--- config.mk ---
export PLATFORM = sky130hd
export DESIGN_NAME = execute
export DESIGN_NICKNAME = d
export VERILOG_FILES = /design/src/rtl/execute.sv
export SDC_FILE = /design/constraint.sdc
export NUM_CORES = 1
export LEC_CHECK = 0
export ABC_AREA = 1
export BUFFER_PORTS_ARGS = -buffer_cell sky130_fd_sc_hd__buf_2
export CELL_PAD_IN_SITES_DETAIL_PLACEMENT = 1
export CELL_PAD_IN_SITES_GLOBAL_PLACEMENT = 2
export CORE_AREA = 5 5 157 273
export CTS_CLUSTER_DIAMETER = 30
export DETAILED_ROUTE_END_ITERATION = 7
export DIE_AREA = 0 0 162 278
export PLACE_DENSITY_LB_ADDON = 0.05
export SLEW_MARGIN = 5
export SYNTH_ARGS = -nofsm -noshare
export SYNTH_HDL_FRONTEND = slang
export SYNTH_SLANG_ARGS = --single-unit
--- constraint.sdc ---
create_clock -name clk -period 4.63 [get_ports clk]
set_input_delay 0.926 -clock clk [delete_from_list [all_inputs] [get_ports clk]]
set_output_delay 0.926 -clock clk [all_outputs]
set_load 0.005 [all_outputs]
--- src/rtl/execute.sv ---
// EX stage of the 5-stage MIPS pipeline: ALU control, ALU, operand/dest muxes, branch adder, EX/MEM register.
// Latency: 1 cycle (ID/EX inputs appear on ex_mem_* after the next edge). Backpressure: none, loads every edge.
module execute #(
    parameter int DW = 32,
    parameter int RW = 5
) (
    input  logic          clk,
    input  logic          rst,
    input  logic          ex_flush,
    input  logic [1:0]    id_ex_wb,
    input  logic [2:0]    id_ex_mem,
    input  logic [3:0]    id_ex_execute,
    input  logic [DW-1:0] id_ex_npc,
    input  logic [DW-1:0] id_ex_read_data_1,
    input  logic [DW-1:0] id_ex_read_data_2,
    input  logic [DW-1:0] id_ex_sign_ext,
    input  logic [RW-1:0] id_ex_instr_bits_20_16,
    input  logic [RW-1:0] id_ex_instr_bits_15_11,
    output logic [1:0]    ex_mem_wb,
    output logic [2:0]    ex_mem_mem,
    output logic [DW-1:0] ex_mem_branch_target,
    output logic          ex_mem_zero,
    output logic [DW-1:0] ex_mem_alu_result,
    output logic [DW-1:0] ex_mem_read_data_2,
    output logic [RW-1:0] ex_mem_write_reg
);

    logic          reg_dst;
    logic [1:0]    alu_op;
    logic          alu_src;
    logic [3:0]    alu_ctl;
    logic [DW-1:0] alu_a;
    logic [DW-1:0] alu_b;
    logic [DW-1:0] alu_result;

    logic [1:0]    wb_d,            wb_q;
    logic [2:0]    mem_d,           mem_q;
    logic [DW-1:0] branch_target_d, branch_target_q;
    logic          zero_d,          zero_q;
    logic [DW-1:0] alu_result_d,    alu_result_q;
    logic [DW-1:0] read_data_2_d,   read_data_2_q;
    logic [RW-1:0] write_reg_d,     write_reg_q;

    assign reg_dst = id_ex_execute[3];
    assign alu_op  = id_ex_execute[2:1];
    assign alu_src = id_ex_execute[0];
    assign alu_a   = id_ex_read_data_1;
    assign alu_b   = alu_src ? id_ex_sign_ext : id_ex_read_data_2;

    always_comb begin
        alu_ctl = 4'b1111;
        case (alu_op)
            2'b00: alu_ctl = 4'b0010;
            2'b01: alu_ctl = 4'b0110;
            2'b10: begin
                case (id_ex_sign_ext[5:0])
                    6'b100000: alu_ctl = 4'b0010;
                    6'b100010: alu_ctl = 4'b0110;
                    6'b100100: alu_ctl = 4'b0000;
                    6'b100101: alu_ctl = 4'b0001;
                    6'b101010: alu_ctl = 4'b0111;
                    default:   alu_ctl = 4'b1111;
                endcase
            end
            default: alu_ctl = 4'b1111;
        endcase
    end

    always_comb begin
        alu_result = '0;
        case (alu_ctl)
            4'b0000: alu_result = alu_a & alu_b;
            4'b0001: alu_result = alu_a | alu_b;
            4'b0010: alu_result = alu_a + alu_b;
            4'b0110: alu_result = alu_a - alu_b;
            4'b0111: alu_result = {{(DW-1){1'b0}}, ($signed(alu_a) < $signed(alu_b))};
            default: alu_result = '0;
        endcase
    end

    always_comb begin
        wb_d            = id_ex_wb;
        mem_d           = id_ex_mem;
        branch_target_d = id_ex_npc + {id_ex_sign_ext[DW-3:0], 2'b00};
        zero_d          = (alu_result == '0);
        alu_result_d    = alu_result;
        read_data_2_d   = id_ex_read_data_2;
        write_reg_d     = reg_dst ? id_ex_instr_bits_15_11 : id_ex_instr_bits_20_16;
        // A flushed slot keeps its data but loses every side effect downstream.
        if (ex_flush) begin
            wb_d  = '0;
            mem_d = '0;
        end
    end

    always_ff @(posedge clk) begin
        if (rst) begin
            wb_q            <= '0;
            mem_q           <= '0;
            branch_target_q <= '0;
            zero_q          <= 1'b0;
            alu_result_q    <= '0;
            read_data_2_q   <= '0;
            write_reg_q     <= '0;
        end else begin
            wb_q            <= wb_d;
            mem_q           <= mem_d;
            branch_target_q <= branch_target_d;
            zero_q          <= zero_d;
            alu_result_q    <= alu_result_d;
            read_data_2_q   <= read_data_2_d;
            write_reg_q     <= write_reg_d;
        end
    end

    assign ex_mem_wb            = wb_q;
    assign ex_mem_mem           = mem_q;
    assign ex_mem_branch_target = branch_target_q;
    assign ex_mem_zero          = zero_q;
    assign ex_mem_alu_result    = alu_result_q;
    assign ex_mem_read_data_2   = read_data_2_q;
    assign ex_mem_write_reg     = write_reg_q;

endmodule

==> impl_metrics.py <==
metrics = {
    "sta": {
        "max_freq_mhz": 227,
        "final_max_slew_viol_count": 0,
        "finalSetupViolCount": 0,
        "hold_viol": 0,
        "post-route-period-util_pct": 95.3,
        "setup-tns-final_ns": 0,
        "relSlewSlack_pct": 31.8,
        "tightest_slew_ns": 1.02,
        "rsz0062_at_grt": "no",
        "fin_crit_ns": 4.41,
    },
    "power_and_ir_drop": {
        "swShare_pct": 45.1,
        "combinationalPowerShare_pct": 46.1,
        "switching_power_mw": 1.55,
        "p_leak_nw": 7.96,
        "cellPowerDensity_nw_per_um2": 255,
        "p_int_mw": 1.89,
        "power_frac_clock_pct": 24.6,
        "peakVddDrop_v": 0.000206,
        "sequentialPowerShare_pct": 29.3,
    },
    "global_routing": {
        "antenna_found_initial": 3,
        "gr-usage-met1_pct": 23.1,
        "use_met3_pct": 3.60,
        "gr-total-overflow": 0,
        "grt_max_degree": 48,
        "grt_pass1_wl_mm": 86.3,
        "grt_usage_pct": 25.8,
        "grt_pass1_vias": 14280,
        "gr-usage-met2_pct": 50.6,
        "top_usage_layer": "met2",
    },
    "synthesis": {
        "yosysSeqAreaShare_pct": 19.2,
        "async_flop_share_pct": 0,
        "synth_top_cell_by_area": "dfxtp_1",
        "synth_seq_cells": 107,
        "syn_area_sq_um": 11200,
        "postSynthCellCount": 1936,
        "yosysUniqueCellTypes": 42,
        "ys_warn_count": 0,
        "yosys-top-cells-count": "nand2_1, inv_1, nor2_1, a21oi_1, ha_1",
        "netlist.area_leader.share_pct": 19.2,
        "syn-num-nets": 2219,
        "synthFlopType": "dfxtp_1",
        "synth_area_per_cell_sq_um": 5.77,
        "synth_edf_count": 0,
        "synth_most_common_cell": "nand2_1",
        "yosys-top-cells-area": "dfxtp_1, nand2_1, ha_1",
    },
    "critical_path": {
        "criticalPathCategory": "in2reg",
        "cp_max_fo": 47,
        "critical_path.cell_chain": "buf_2 -> buf_12 -> buf_4 -> o21ai_0 -> ha_1 -> nor2_1 -> inv_1 -> nor2_1 -> a21oi_1 -> nand2_1 -> nand2_1 -> nand2_1 -> nand2_1 -> nand3_1 -> nand2_1 -> o21ai_0 -> inv_1",
        "cp.arrival_ns": 4.66,
        "cp_slowest_stage_delay_ns": 0.64,
        "cp.buffers_inverters": 5,
        "crit_top_cell": "nand2_1",
        "cpLargestDelayFamily": "compound AO/OA/AOI/OAI gates",
        "cp-start-kind": "input pin",
        "cp-end-kind": "flip-flop",
        "critPathRequiredTime_ns": 4.88,
        "critPathSlowestCell": "o21ai_0",
    },
    "placement": {
        "placed_cells": 2690,
        "io_buffers": 256,
        "place.gp.congestion": 1.01,
        "hpwl_mm": 51.2,
    },
    "cts": {
        "cts_setup_buffers": 0,
        "ctsRootBufferMaster": "clkbuf_16",
        "cts_buffers": 9,
        "ctsHtreeMaxLevel": 3,
        "clkTransAtPathRegs_ns": 0.09,
        "clk_path_buf_depth": 2,
        "tritoncts": "built",
        "hold_buffers": 0,
        "ctsResizeCount": 0,
        "cts_sinks": 107,
    },
    "drt": {
        "drt_iter0_drc": 448,
        "drt_wl_total_mm": 58.5,
        "drc": 0,
        "avgViaCountPerCell": 4.84,
        "avgRoutedWirePerCell_microns": 21.6,
        "dr.pass1.iters": 4,
        "ant_nets": 0,
        "vias": 13121,
    },
    "cells_and_area": {
        "area_growth_pct": 20.7,
        "n_fill_cell": 5522,
        "final_layout_size_suffix_gt1_share_pct": 15.4,
        "utilization_pct": 33.3,
        "layoutNonFillerInstCount": 2709,
        "nNetsFinal": 2484,
    },
    "floorplan": {
        "die_w_microns": 162,
        "die_area_sq_um": 45000,
        "ios": 257,
        "rows": 98,
        "start_util_pct": 27.6,
        "core-area_sq_um": 40500,
        "die_y_microns": 278,
    },
    "flow_run": {
        "drv_cap": 0,
    },
    "run_status": {
        "status": "finished, final reports clean",
    },
    "worst_hold_path": {
        "hold_path.class": "in2reg",
    },
}
==> per-layer routing <==
layer	wire length, microns	share of wire, %
met1	19500	33
met2	31600	54
met3	1940	3.3
met4	5410	9.2
met5	11	0.019
==> final timing paths <==
check	from	endpoint	slack, ns	depth (start not counted)
setup / recovery	id_ex_execute[0]	ex_mem_alu_result[31]$_SDFF_PP0_	0.22	17
hold / removal	id_ex_npc[0]	ex_mem_branch_target[0]$_SDFF_PP0_	0.73	3
==> layout make-up <==
| cell class | count | area (sq um) | share of cell area (%) |
|---|---|---|---|
| clock inverters | 6 | 62.6 | 0.464 |
| clock buffers | 10 | 229 | 1.70 |
| inverters | 379 | 1420 | 10.5 |
| well taps | 500 | 626 | 4.64 |
| diodes | 3 | 7.51 | 0.0557 |
| repair buffers | 300 | 1630 | 12.1 |
| flip-flops and latches | 107 | 2140 | 15.9 |
| multi-input cells | 1404 | 7370 | 54.7 |
==> cell families (layout without fill, tap and decap cells) <==
logic type | count (synthesis) | in the layout | synth area share, %
fa+ha+maj | 133 | 133 | 15.1
flops | 107 | 107 | 19.2
compound gates | 277 | 277 | 13.6
other cells | 0 | 3 | 0
xor+xnor | 21 | 21 | 1.65
simple gates | 973 | 973 | 35.7
buf+inv | 425 | 695 | 14.8
==> metrics by stage <==
step                hold slack [ns]  instance area [sq um]  power, mW  setup WS, ns
floorplan                      1.03                  11200       1.93          1.12
global placement               1.12                  13200       2.61        -0.189
detailed placement             1.14                  13200       2.62        -0.150
CTS                           0.709                  13500       3.50         0.269
global route                  0.732                  13500       3.69        0.0831
finish                        0.734                  13500       3.43         0.217
==> cell usage in the layout (no fill, tap or decap), types with 2 or more instances in the layout <==
cell	count
nand3b_1	6
nand4_1	11
o21ai_0	85
inv_2	5
clkbuf_16	9
inv_1	374
dfxtp_1	107
nand3_2	4
nand3_1	120
and3_1	2
xor2_1	20
or2_2	2
nor3_1	19
a31oi_1	15
o21a_1	6
inv_6	4
nor2_2	4
ha_1	130
nand2_1	504
nor2_1	285
o21bai_1	23
nor4_1	6
nor2_4	2
a21oi_1	135
nor3b_1	2
fa_1	3
buf_4	44
o211ai_1	5
buf_2	255
nand2_2	4
diode_2	3
==> power groups by stage <==
stage                     Clock (mW)  Combinational (mW)  Sequential, mW
after global placement             0                1.58            1.03
after CTS                      0.895                1.60            1.01
after detailed placement           0                1.59            1.03
after floorplan                    0               0.887            1.04
after global routing           0.919                1.76            1.01
final                          0.845                1.58            1.01
No activity file was read; power rests on OpenSTA's default activity.
